File: src/rtl/cdp1802_dma_responder.sv
// 1802 machine-cycle sequencer: S2 DMA-out and S3 interrupt insertion
// Owns R0 as the DMA pointer and feeds the display data bus.
//
// Ports:
//   clk, reset            clock, synchronous active-high reset
//   clk_enable            CPU tick; all state advances only on ticks
//   dma_out_n             DMA-out request from display (active-low)
//   int_req, ie           interrupt request and enable flag
//   core_sc               cycle type the core wants next
//   core_instr_end        last S1 cycle of an instruction, phase 7
//   r0_load, r0_load_val  core write of R0 (CPU state only)
//   mem_data_in           read data, one tick after mem_rd_en
//   SC, phase             current state code and phase
//   core_hold             core frozen during S2/S3
//   r0, mem_addr          DMA pointer and memory address
//   mem_rd_en             one-tick read strobe
//   data_out, data_valid  byte to display, valid phases 4-7
//   int_ack, ie_clear     pulses at phase 0 of S3
module cdp1802_dma_responder #(
  parameter int CYCLE_TICKS = 8,
  parameter int RD_PHASE    = 1,
  parameter int CAP_PHASE   = 3
) (
  input  logic        clk,
  input  logic        reset,
  input  logic        clk_enable,
  input  logic        dma_out_n,
  input  logic        int_req,
  input  logic        ie,
  input  logic [1:0]  core_sc,
  input  logic        core_instr_end,
  input  logic        r0_load,
  input  logic [15:0] r0_load_val,
  input  logic [7:0]  mem_data_in,
  output logic [1:0]  SC,
  output logic [2:0]  phase,
  output logic        core_hold,
  output logic [15:0] r0,
  output logic [15:0] mem_addr,
  output logic        mem_rd_en,
  output logic [7:0]  data_out,
  output logic        data_valid,
  output logic        int_ack,
  output logic        ie_clear
);

  localparam logic [2:0] LAST  = 3'(CYCLE_TICKS - 1);
  localparam logic [2:0] RD_PH = 3'(RD_PHASE);
  localparam logic [2:0] CAP_PH = 3'(CAP_PHASE);
  localparam logic [2:0] VAL_PH = 3'd4;

  typedef enum logic [1:0] {
    ST_CPU,
    ST_DMA,
    ST_INT
  } state_t;

  state_t      state;
  state_t      state_nxt;
  logic [2:0]  phase_nxt;
  logic [1:0]  sc_nxt;
  logic [15:0] r0_nxt;
  logic        wrap;
  logic        eval;

  always_ff @(posedge clk) begin
    if (reset) begin
      state <= ST_CPU;
    end else begin
      state <= state_nxt;
    end
  end

  // Arbitration happens only at the end of an instruction's last
  // S1 cycle or at the end of any inserted S2/S3 cycle.
  always_comb begin
    wrap      = clk_enable && (phase == LAST);
    eval      = wrap && ((state != ST_CPU) ||
                ((SC == 2'b01) && core_instr_end));
    phase_nxt = phase;
    state_nxt = state;
    sc_nxt    = SC;
    r0_nxt    = r0;
    if (clk_enable) begin
      phase_nxt = wrap ? 3'd0 : phase + 3'd1;
    end
    if (wrap) begin
      state_nxt = ST_CPU;
      if (eval) begin
        if (!dma_out_n) begin
          state_nxt = ST_DMA;
        end else if (int_req && ie && state != ST_INT) begin
          state_nxt = ST_INT;
        end
      end
      unique case (state_nxt)
        ST_DMA:  sc_nxt = 2'b10;
        ST_INT:  sc_nxt = 2'b11;
        default: sc_nxt = core_sc;
      endcase
    end
    if (clk_enable) begin
      if (state == ST_DMA && phase == LAST) begin
        r0_nxt = r0 + 16'd1;
      end else if (state == ST_CPU && r0_load) begin
        r0_nxt = r0_load_val;
      end
    end
  end

  // Outputs are registered from next-state values so each one
  // lines up with the phase it belongs to.
  always_ff @(posedge clk) begin
    if (reset) begin
      phase      <= 3'd0;
      SC         <= 2'b00;
      core_hold  <= 1'b0;
      r0         <= 16'h0000;
      mem_addr   <= 16'h0000;
      mem_rd_en  <= 1'b0;
      data_out   <= 8'h00;
      data_valid <= 1'b0;
      int_ack    <= 1'b0;
      ie_clear   <= 1'b0;
    end else if (clk_enable) begin
      phase      <= phase_nxt;
      r0         <= r0_nxt;
      mem_rd_en  <= (state_nxt == ST_DMA) && (phase_nxt == RD_PH);
      data_valid <= (state_nxt == ST_DMA) && (phase_nxt >= VAL_PH);
      int_ack    <= (state_nxt == ST_INT) && (phase_nxt == 3'd0);
      ie_clear   <= (state_nxt == ST_INT) && (phase_nxt == 3'd0);
      if (wrap) begin
        SC        <= sc_nxt;
        core_hold <= (state_nxt != ST_CPU);
        mem_addr  <= r0_nxt;
      end
      if (state == ST_DMA && phase == CAP_PH) begin
        data_out <= mem_data_in;
      end
    end
  end

endmodule

File: config.mk
export PLATFORM = sky130hd
export DESIGN_NAME = cdp1802_dma_responder
export DESIGN_NICKNAME = d
export VERILOG_FILES = /design/src/rtl/cdp1802_dma_responder.sv
export SDC_FILE = /design/constraint.sdc
export NUM_CORES = 1
export LEC_CHECK = 0
export ABC_CLOCK_PERIOD_IN_PS = 3500
export CORE_ASPECT_RATIO = 2
export CORE_UTILIZATION = 40
export DETAILED_ROUTE_END_ITERATION = 6
export PLACE_DENSITY = 0.79
export SLEW_MARGIN = 20
export SYNTH_ARGS = -nofsm -noshare
export SYNTH_HDL_FRONTEND = slang
export SYNTH_SLANG_ARGS = --single-unit
File: constraint.sdc
create_clock -name clk -period 3.5 [get_ports clk]
set_input_delay 1.05 -clock clk [delete_from_list [all_inputs] [get_ports clk]]
set_output_delay 1.05 -clock clk [all_outputs]
set_load 0.05 [all_outputs]
Yosys cells after proc, flatten, opt, wreduce, memory -nomap -nowiden
Cells that the tools add are included.
- register bits: 51
- logic and storage cells: 51
- output and inout bits: 50
- bits of input ports: 34
- equal/unequal tests: 10
- magnitude comparators: 1
- add/sub/neg operators: 2
- reductions and logical operators: 18
- muxes and demuxes: 10
- operators by type and width (cell ; count):
    $mux W16 ; 2
    $add A16 B1 Y16 const B ; 1
    $logic_and A1 B1 Y1 ; 11
    $mux W2 ; 5
    $eq A2 B1 Y1 const B ; 4
    $mux W3 ; 2
    $eq A2 B2 Y1 const B ; 2
    $pmux W2 S2 ; 1
    $reduce_and A2 Y1 ; 2
    $reduce_bool A2 Y1 ; 2
    $add A3 B1 Y3 const B ; 1
    $eq A3 B1 Y1 const B ; 1
    $eq A3 B2 Y1 const B ; 1
    $eq A3 B3 Y1 const B ; 1
    $ge A3 B3 Y1 const B ; 1
    $logic_not A3 Y1 ; 1
    $logic_not A2 Y1 ; 1
    $ne A2 B2 Y1 const B ; 1
    $logic_or A1 B1 Y1 ; 1

Logic depth before layout (Yosys ltp)
Gate-level depths: netlist (run 1).
- word-level depth: 9
- depth in mapped cells: 10
- depth with buffers taken out: 9

Worst setup path before layout (run 1)
OpenSTA, ideal clock, no wires.
- path type: register to register
- start: reg phase[0]
- end: reg SC[0]
- arrival: 2.347 ns
- clock period less this slack: 2.433 ns
- stages on the path, launching flop included: 9
- required time: 3.414 ns
- library setup time: 0.086 ns
- path buffers: 1
- slack: 1.067 ns
- cells stage by stage: dfxtp_1 ha_1 ha_1 buf_4 nand2_1 a211o_1 ha_1 mux2i_1 a211oi_1
- longest elaborated chain between the ends: 7
- elaborated cells between the ends (all ways): 9
- classes of those cells: eq/ne: 3; mux: 3; reduce/logical: 3
- ends and longest elaborated chain (what ; RTL line ; text):
    from (decl) ; 36 ; output logic [2:0] phase,
    from (signal assigned) ; 126 ; phase <= phase_nxt;
    $eq A3 B3 Y1 (*) ; 77 ; wrap = clk_enable && (phase == LAST);
    $logic_and A1 B1 Y1 (*) ; 77 ;
    $logic_and A1 B1 Y1 ; 78 ; eval = wrap && ((state != ST_CPU) ||
    $mux W2 ; 89 ; if (eval) begin
    $mux W2 ; 87 ; if (wrap) begin
    $eq A2 B2 Y1 or $eq A2 B1 Y1 (tied branches) ; 96 ; unique case (state_nxt)
    $pmux W2 S2 ; 96 ;
    to (signal assigned) ; 133 ; SC <= sc_nxt;
    to (decl) ; 35 ; output logic [1:0] SC,
Every way passes the cells marked *; elsewhere a longest branch is shown, timed or not. The select of a mux whose other input is x is not followed.
A chain may end at the register's enable or synchronous reset.

Worst setup path in the final report (run 1)
- start: reg r0[7]
- end: out r0[7]
- RTL lines (what ; RTL line ; text):
    from (decl) ; 38 ; output logic [15:0] r0,
    from (signal assigned) ; 127 ; r0 <= r0_nxt;
No word-level cell between the ends.

==> results of run 1 <==
==> stage by stage <==
stage / area (um2) / std cells / worst slack [ps] / util (%)
2_1_floorplan: 2790 / 332 / 1070 / -
3_3_place_gp: 3670 / 485 / 610 / 54.9
3_5_place_dp: 3670 / 485 / 439 / 54.9
4_1_cts: 3840 / 493 / 727 / 57.5
5_1_grt: 3840 / 493 / 619 / 57.5
6_report: 3840 / 493 / 727 / 57.5
==> routing by layer <==
| layer | part of all wire [%] | vias up |
|---|---|---|
| met2 | 52 | 159 |
| met4 | 5.4 | 0 |
| li1 | - | 1392 |
| met5 | 0 | - |
| met3 | 6.3 | 34 |
| met1 | 36 | 1365 |
==> cells in the mapped netlist, drive strengths merged (4+ instances only) <==
master / instances
inv: 8
nor4: 9
nor3: 7
o221ai: 6
mux2i: 7
a311oi: 5
nand4: 5
o21ai: 10
o32ai: 4
nor2: 28
nand3b: 7
buf: 17
nand2: 41
a21oi: 19
and3: 6
clkbuf: 10
nor3b: 4
a211oi: 11
o31ai: 6
ha: 5
dfxtp: 51
a31oi: 5
nand3: 13
==> power by group <==
part / switching [mW] / internal, mW / total (mW)
clock network: 0.219 / 0.356 / 0.575
logic: 0.114 / 0.0878 / 0.201
registers: 0.0267 / 0.593 / 0.619
==> sequential cells by signal (all words and copies together) (netlist names) <==
name,count
state,2
data_out,8
r0,16
mem_addr,16
data_valid,1
core_hold,1
mem_rd_en,1
ie_clear,1
SC,2
phase,3
==> layout by cell type (no fill, tap or decap), types with 2 or more instances in the layout <==
cell,netlist,layout
a32oi_1,3,3
o31ai_1,6,6
and3_1,6,6
nor2b_1,2,2
o211ai_1,3,3
a311oi_1,5,5
o32ai_1,4,4
nor4_1,5,5
nor4_2,4,4
mux2i_1,7,7
nand2_1,41,41
clkbuf_16,0,5
ha_1,5,5
a21oi_1,19,19
xnor2_1,2,2
o21bai_1,2,2
nand3b_1,6,6
nor3_1,7,7
inv_1,8,8
nand3_1,12,12
nor3b_1,3,3
nand4_2,2,2
clkdlybuf4s50_1,0,82
a31oi_1,5,5
nand4_1,3,3
o2bb2ai_1,2,2
nor2_1,28,28
o21ai_0,10,10
o221ai_1,6,6
and4_1,2,2
o22ai_1,3,3
nand2b_1,3,3
buf_4,4,8
a211oi_1,11,11
a22oi_1,3,3
a211o_1,3,3
nand4bb_1,2,2
dfxtp_1,51,51
==> logic make-up after synthesis <==
kind of cell             Yosys count  synth area share, %
buffers and inverters             35                 6.10
XOR/XNOR                           3                0.942
AO/OA/AOI/OAI                     95                 24.6
multiplexers                       8                 2.91
flip-flops                        51                 36.6
adder cells (fa/ha/maj)            5                 2.24
AND/OR/NAND/NOR                  135                 26.6
==> path summary, 6_finish.rpt <==
path                                               start                       end  slack (ps)  cells after the start
worst max register to register     phase[0]$_SDFFE_PP0P_        r0[6]$_SDFFE_PP0P_         980                      6
worst min-delay path            mem_addr[4]$_SDFFE_PP0P_  mem_addr[4]$_SDFFE_PP0P_         460                      2
worst min register to register  mem_addr[4]$_SDFFE_PP0P_  mem_addr[4]$_SDFFE_PP0P_         460                      2
worst max-delay path                  r0[7]$_SDFFE_PP0P_                     r0[7]         730                      1
==> area by class of cell <==
class	instances	area, um2	share of cell area (%)
Multi-Input combinational cell	246	1600	41.6
Timing Repair Buffer	92	906	23.6
Sequential cell	51	1020	26.6
Clock inverter	2	35.0	0.912
Clock buffer	6	139	3.62
Tap cell	88	110	2.87
Inverter	8	30.0	0.782
==> run metrics, run 1 <==
cts repair resizes=0; top post-synthesis cells by area=dfxtp_1 (37%), nand2_1 (5.5%), nor2_1 (3.8%); Worst Path Arrival=1720 ps; DIE AREA=between 7000 and 8000 um2; largest net degree at the start of global routing=33; GR Layer Usage met2=43.6%; min Tclk post-route=approximately 2800 ps; CTS H-Tree Depth=2; worst hold margin=~460 ps; #FFs+latches synth=51; DR DRC count=0; Skew-Pair Late Insertion Delay=290 ps; Syn Nets=around 370; Final period util=roughly 80%; Layout area overhead=37.6%; CP Launch Type=flip-flop; DP HPWL=roughly 6.5 mm; Max Cap Viol=0; Cell Area, Synth=approximately 2800 um2; ys async rst share=0%; row count=42; CTS Buffer Depth=2; sequential cell area fraction in the yosys report=36.6%; Fillers=around 630; Total Power=1.40 mW; Synth Warn #=0; Lkg Pwr=approximately 1.3 nW; Critical-path top delay cell=clkdlybuf4s50_1; vias in the first global route=3030; die height=between 100 and 150 um; layout cell share with drive strength beyond 1=about 7.7%; total grt overflow=0; M1 GR Usage=between 20% and 30%; input/output buffers=83; Chip Width=between 60 and 70 um; clock skew=3.91 ps; final setup violation count=0; drt total wl=around 9 mm; n_diodes=0; Post-CTS Setup Bufs=0; worst path cell trace=clkdlybuf4s50_1; clk root buf=clkbuf_16; Final Hold Vio Count=0; clk sinks=just over 50; largest fanout on the critical path=11; Cells after Synth=332; # hold bufs at CTS=0; Least-Margin Pin Slew=between 500 and 600 ps; largest area contributor in the netlist=dfxtp_1; EDFF count, synth=0; Fin Setup TNS=0 ps; power density cells=around 360 nW/um2; TritonCTS Buffers=5; share of the synthesized area in the top cell type=36.6%; Wirelength per Cell=between 15 and 20 um; worst hold path type=flip-flop to flip-flop; status=finished clean; first-pass GRT wire length=between 10 and 15 mm; Setup Crit Path Kind=flip-flop to output pin; 1st-iter DRT viols=about 170; via count=2950; max frequency=between 300 and 400 MHz; First-pass DRT Iterations=6; Initial Util=41.8%; antenna violations before repair=0; Routed Antenna Nets=0; core footprint=about 6700 um2; Max Slew Vio Count=0; global-route layer with the greatest usage=met2; Slew HR=60.3%; Avg Synthesized Cell Area=about 8.4 um2; main flop type after synthesis=dfxtp_1; Buf+Inv Stages, Crit Path=1; cell family with most CP delay=buffers and inverters; placer congestion estimate=around 0.89; RSZ-0062 raised after global routing=false; Tot GR Track Use=roughly 26%; Vias/cell=around 6; CP required=around 2500 ps; slowest stage delay, CP=between 800 and 900 ps; Setup crit end kind=output pin; Final Net Count=~440; post-synthesis cell type count=61; CTS tree=built; clock-pin slew on the worst setup and hold paths=roughly 70 ps; I/O pins=between 80 and 90; Max VDD drop=282 uV; met3 usage=under 10%
No activity file was read; power rests on OpenSTA's default activity.
==> run 2: changes to the inputs <==
--- a/config.mk
+++ b/config.mk
@@ -5,7 +5,7 @@
 export SDC_FILE = /design/constraint.sdc
 export NUM_CORES = 1
 export LEC_CHECK = 0
-export ABC_CLOCK_PERIOD_IN_PS = 3500
+export ABC_CLOCK_PERIOD_IN_PS = 2660
 export CORE_ASPECT_RATIO = 2
 export CORE_UTILIZATION = 40
 export DETAILED_ROUTE_END_ITERATION = 6
==> constraint.sdc (replaced) <==
create_clock -name clk -period 2.66 [get_ports clk]
set_input_delay 0.798 -clock clk [delete_from_list [all_inputs] [get_ports clk]]
set_output_delay 0.798 -clock clk [all_outputs]
set_load 0.05 [all_outputs]
==> run metrics, run 2 (synthesis results as in run 1) <==
largest fanout on the critical path=9 (was 11); min Tclk post-route=roughly 2500 ps; final setup violation count=0 (unchanged); Hold Startpoint=data_out[2]$_SDFFE_PP0P_ (was mem_addr[4]$_SDFFE_PP0P_); Max Cap Viol=0 (unchanged); Max Slew Vio Count=0 (unchanged); cell family with most CP delay=buffers and inverters (unchanged); I/O pins=84 (unchanged); Tot GR Track Use=25.6% (was 25.9%); row count=42 (unchanged); Least-Margin Pin Slew=504 ps (was 593 ps); via count=2972 (was 2950); clock-pin slew on the worst setup and hold paths=70 ps (about the same); Sw Pwr=0.477 mW (was 0.359 mW); clock power share=37.2% (was 41.2%); clk sinks=51 (unchanged); layout cell share with drive strength beyond 1=9.44% (was 7.65%); first-pass GRT wire length=14.2 mm (was 14.4 mm); antenna violations before repair=0 (unchanged); clock skew=6.98 ps (was 3.91 ps); # hold bufs at CTS=0 (unchanged); Vias/cell=5.93 (was 5.98); slowest stage delay, CP=870 ps (was 880 ps); Final Hold Vio Count=0 (unchanged); Top Registers=mem_addr: 16 flops, r0: 16 flops, data_out: 8 flops (unchanged); drt total wl=8.58 mm (was 8.85 mm); TritonCTS Buffers=5 (unchanged); input/output buffers=83 (unchanged); Worst Path Arrival=1710 ps (was 1720 ps); Setup crit end kind=output pin (unchanged); max frequency=roughly 400 MHz; most common cell after layout, fill and taps aside=clkdlybuf4s50_1 (unchanged); n_diodes=0 (unchanged); Hold Crit Depth=2 (unchanged); Lkg Pwr=1.33 nW (was 1.31 nW); Critical-path top delay cell=clkdlybuf4s50_1 (unchanged); Gate power share=15.9% (was 14.4%); switching share of total power=27.6% (was 25.7%); Routed Antenna Nets=0 (unchanged); Skew-Pair Late Insertion Delay=290 ps (about the same); RR Startpoint=phase[0]$_SDFFE_PP0P_ (unchanged); placer congestion estimate=0.874 (was 0.895); Final period util=94.2%; Chip Width=61.1 um (unchanged); worst path cell trace=clkdlybuf4s50_1 (unchanged); Post-CTS Setup Bufs=0 (unchanged); Initial Util=41.8% (unchanged); crit path from=r0[8]$_SDFFE_PP0P_ (was r0[7]$_SDFFE_PP0P_); CP required=1860 ps (was 2450 ps); clk root buf=clkbuf_16 (unchanged); die height=120 um (unchanged); Buf+Inv Stages, Crit Path=1 (unchanged); 1st-iter DRT viols=127 (was 171); cts repair resizes=0 (unchanged); sequential power share=46.9% (was 44.4%); core footprint=6670 um2 (unchanged); most frequent cells in the layout=clkdlybuf4s50_1 (82), dfxtp_1 (51), nand2_1 (41), nor2_1 (28), a21oi_1 (19) (unchanged); DIE AREA=7330 um2 (unchanged); Fin Setup TNS=0 ps (unchanged); DP HPWL=6.45 mm (was 6.50 mm); worst hold path type=flip-flop to flip-flop (unchanged); Layout area overhead=38.3% (was 37.6%); vias in the first global route=3088 (was 3030); power density cells=447 nW/um2 (was 363 nW/um2); CTS tree=built (unchanged); Max VDD drop=347 uV (was 282 uV); Final Net Count=451 (was 443); Cell Int Power=1.25 mW (was 1.04 mW); Wirelength per Cell=17.1 um (was 17.9 um); largest net degree at the start of global routing=24 (was 33); CTS H-Tree Depth=2 (unchanged); DR DRC count=0 (unchanged); Crit path depth=1 (unchanged); status=finished clean (unchanged); Setup Crit Path Kind=flip-flop to output pin (unchanged); First-pass DRT Iterations=4 (was 6); R2R depth=9 (was 6); Final WS setup=155 ps (was 727 ps); CP Launch Type=flip-flop (unchanged); total grt overflow=0 (unchanged); RSZ-0062 raised after global routing=false (unchanged); Slew HR=66.1% (was 60.3%); pre-CTS WS=7.70 ps (was 439 ps); CTS Buffer Depth=2 (unchanged)
run 2: changes by cell type in the layout (fill, tap and decap cells not counted):
| cell | delta |
|---|---|
| clkbuf_8 | -1 |
| buf_12 | -1 |
| inv_6 | +1 |
| buf_4 | +9 |
| bufinv_16 | -1 |
| clkinv_2 | +1 |
run 2: cell type report:
cell class                      count  area [um2]
Inverter                            8        30.0
Tap cell                           88         110
Timing Repair Buffer              100         953
Fill cell                         621        2820
Clock buffer                        5         125
Sequential cell                    51        1020
Multi-Input combinational cell    246        1600
Clock inverter                      3        18.8
run 2: worst reg2reg max path, stage by stage, from the launching register on:
cell	delay, ps
dfxtp_1	440
ha_1	210
ha_1	360
nand2_1	210
nor3_1	300
nand2_1	120
inv_1	70
ha_1	240
mux2i_1	130
a211oi_1	240
run 2: routing by layer:
metal | track usage [%] | wire, um
met1 | 27.4 | 3100
met2 | 44.5 | 4650
met3 | 4.20 | 455
met4 | 14.8 | 376
met5 | 0 | 0
run 2: power groups by stage:
stage | Sequential, mW | Combinational, mW | Clock, mW
2_1_floorplan | 0.875 | 0.101 | 0
3_3_place_gp | 0.825 | 0.268 | 0
3_5_place_dp | 0.826 | 0.272 | 0
4_1_cts | 0.808 | 0.273 | 0.649
5_1_grt | 0.812 | 0.292 | 0.691
6_report | 0.809 | 0.275 | 0.643
run 2: per-stage QoR:
stage / power (mW) / hold slack, ps / instance area (um2) / std cells / util [%]
final: 1.73 / 454 / 3860 / 501 / 57.8
after global routing: 1.80 / 478 / 3860 / 501 / 57.8
after CTS: 1.73 / 455 / 3860 / 501 / 57.8
after detailed placement: 1.10 / 447 / 3710 / 493 / 55.6
after global placement: 1.09 / 434 / 3710 / 493 / 55.6
after floorplan: 0.976 / 649 / 2790 / 332 / -
run 2: worst paths after layout:
kind | slack (ps) | end
worst min register to register | 450 | data_out[2]$_SDFFE_PP0P_
worst max register to register | 270 | SC[0]$_SDFFE_PP0P_
worst max-delay path | 160 | r0[8]
worst min-delay path | 450 | data_out[2]$_SDFFE_PP0P_
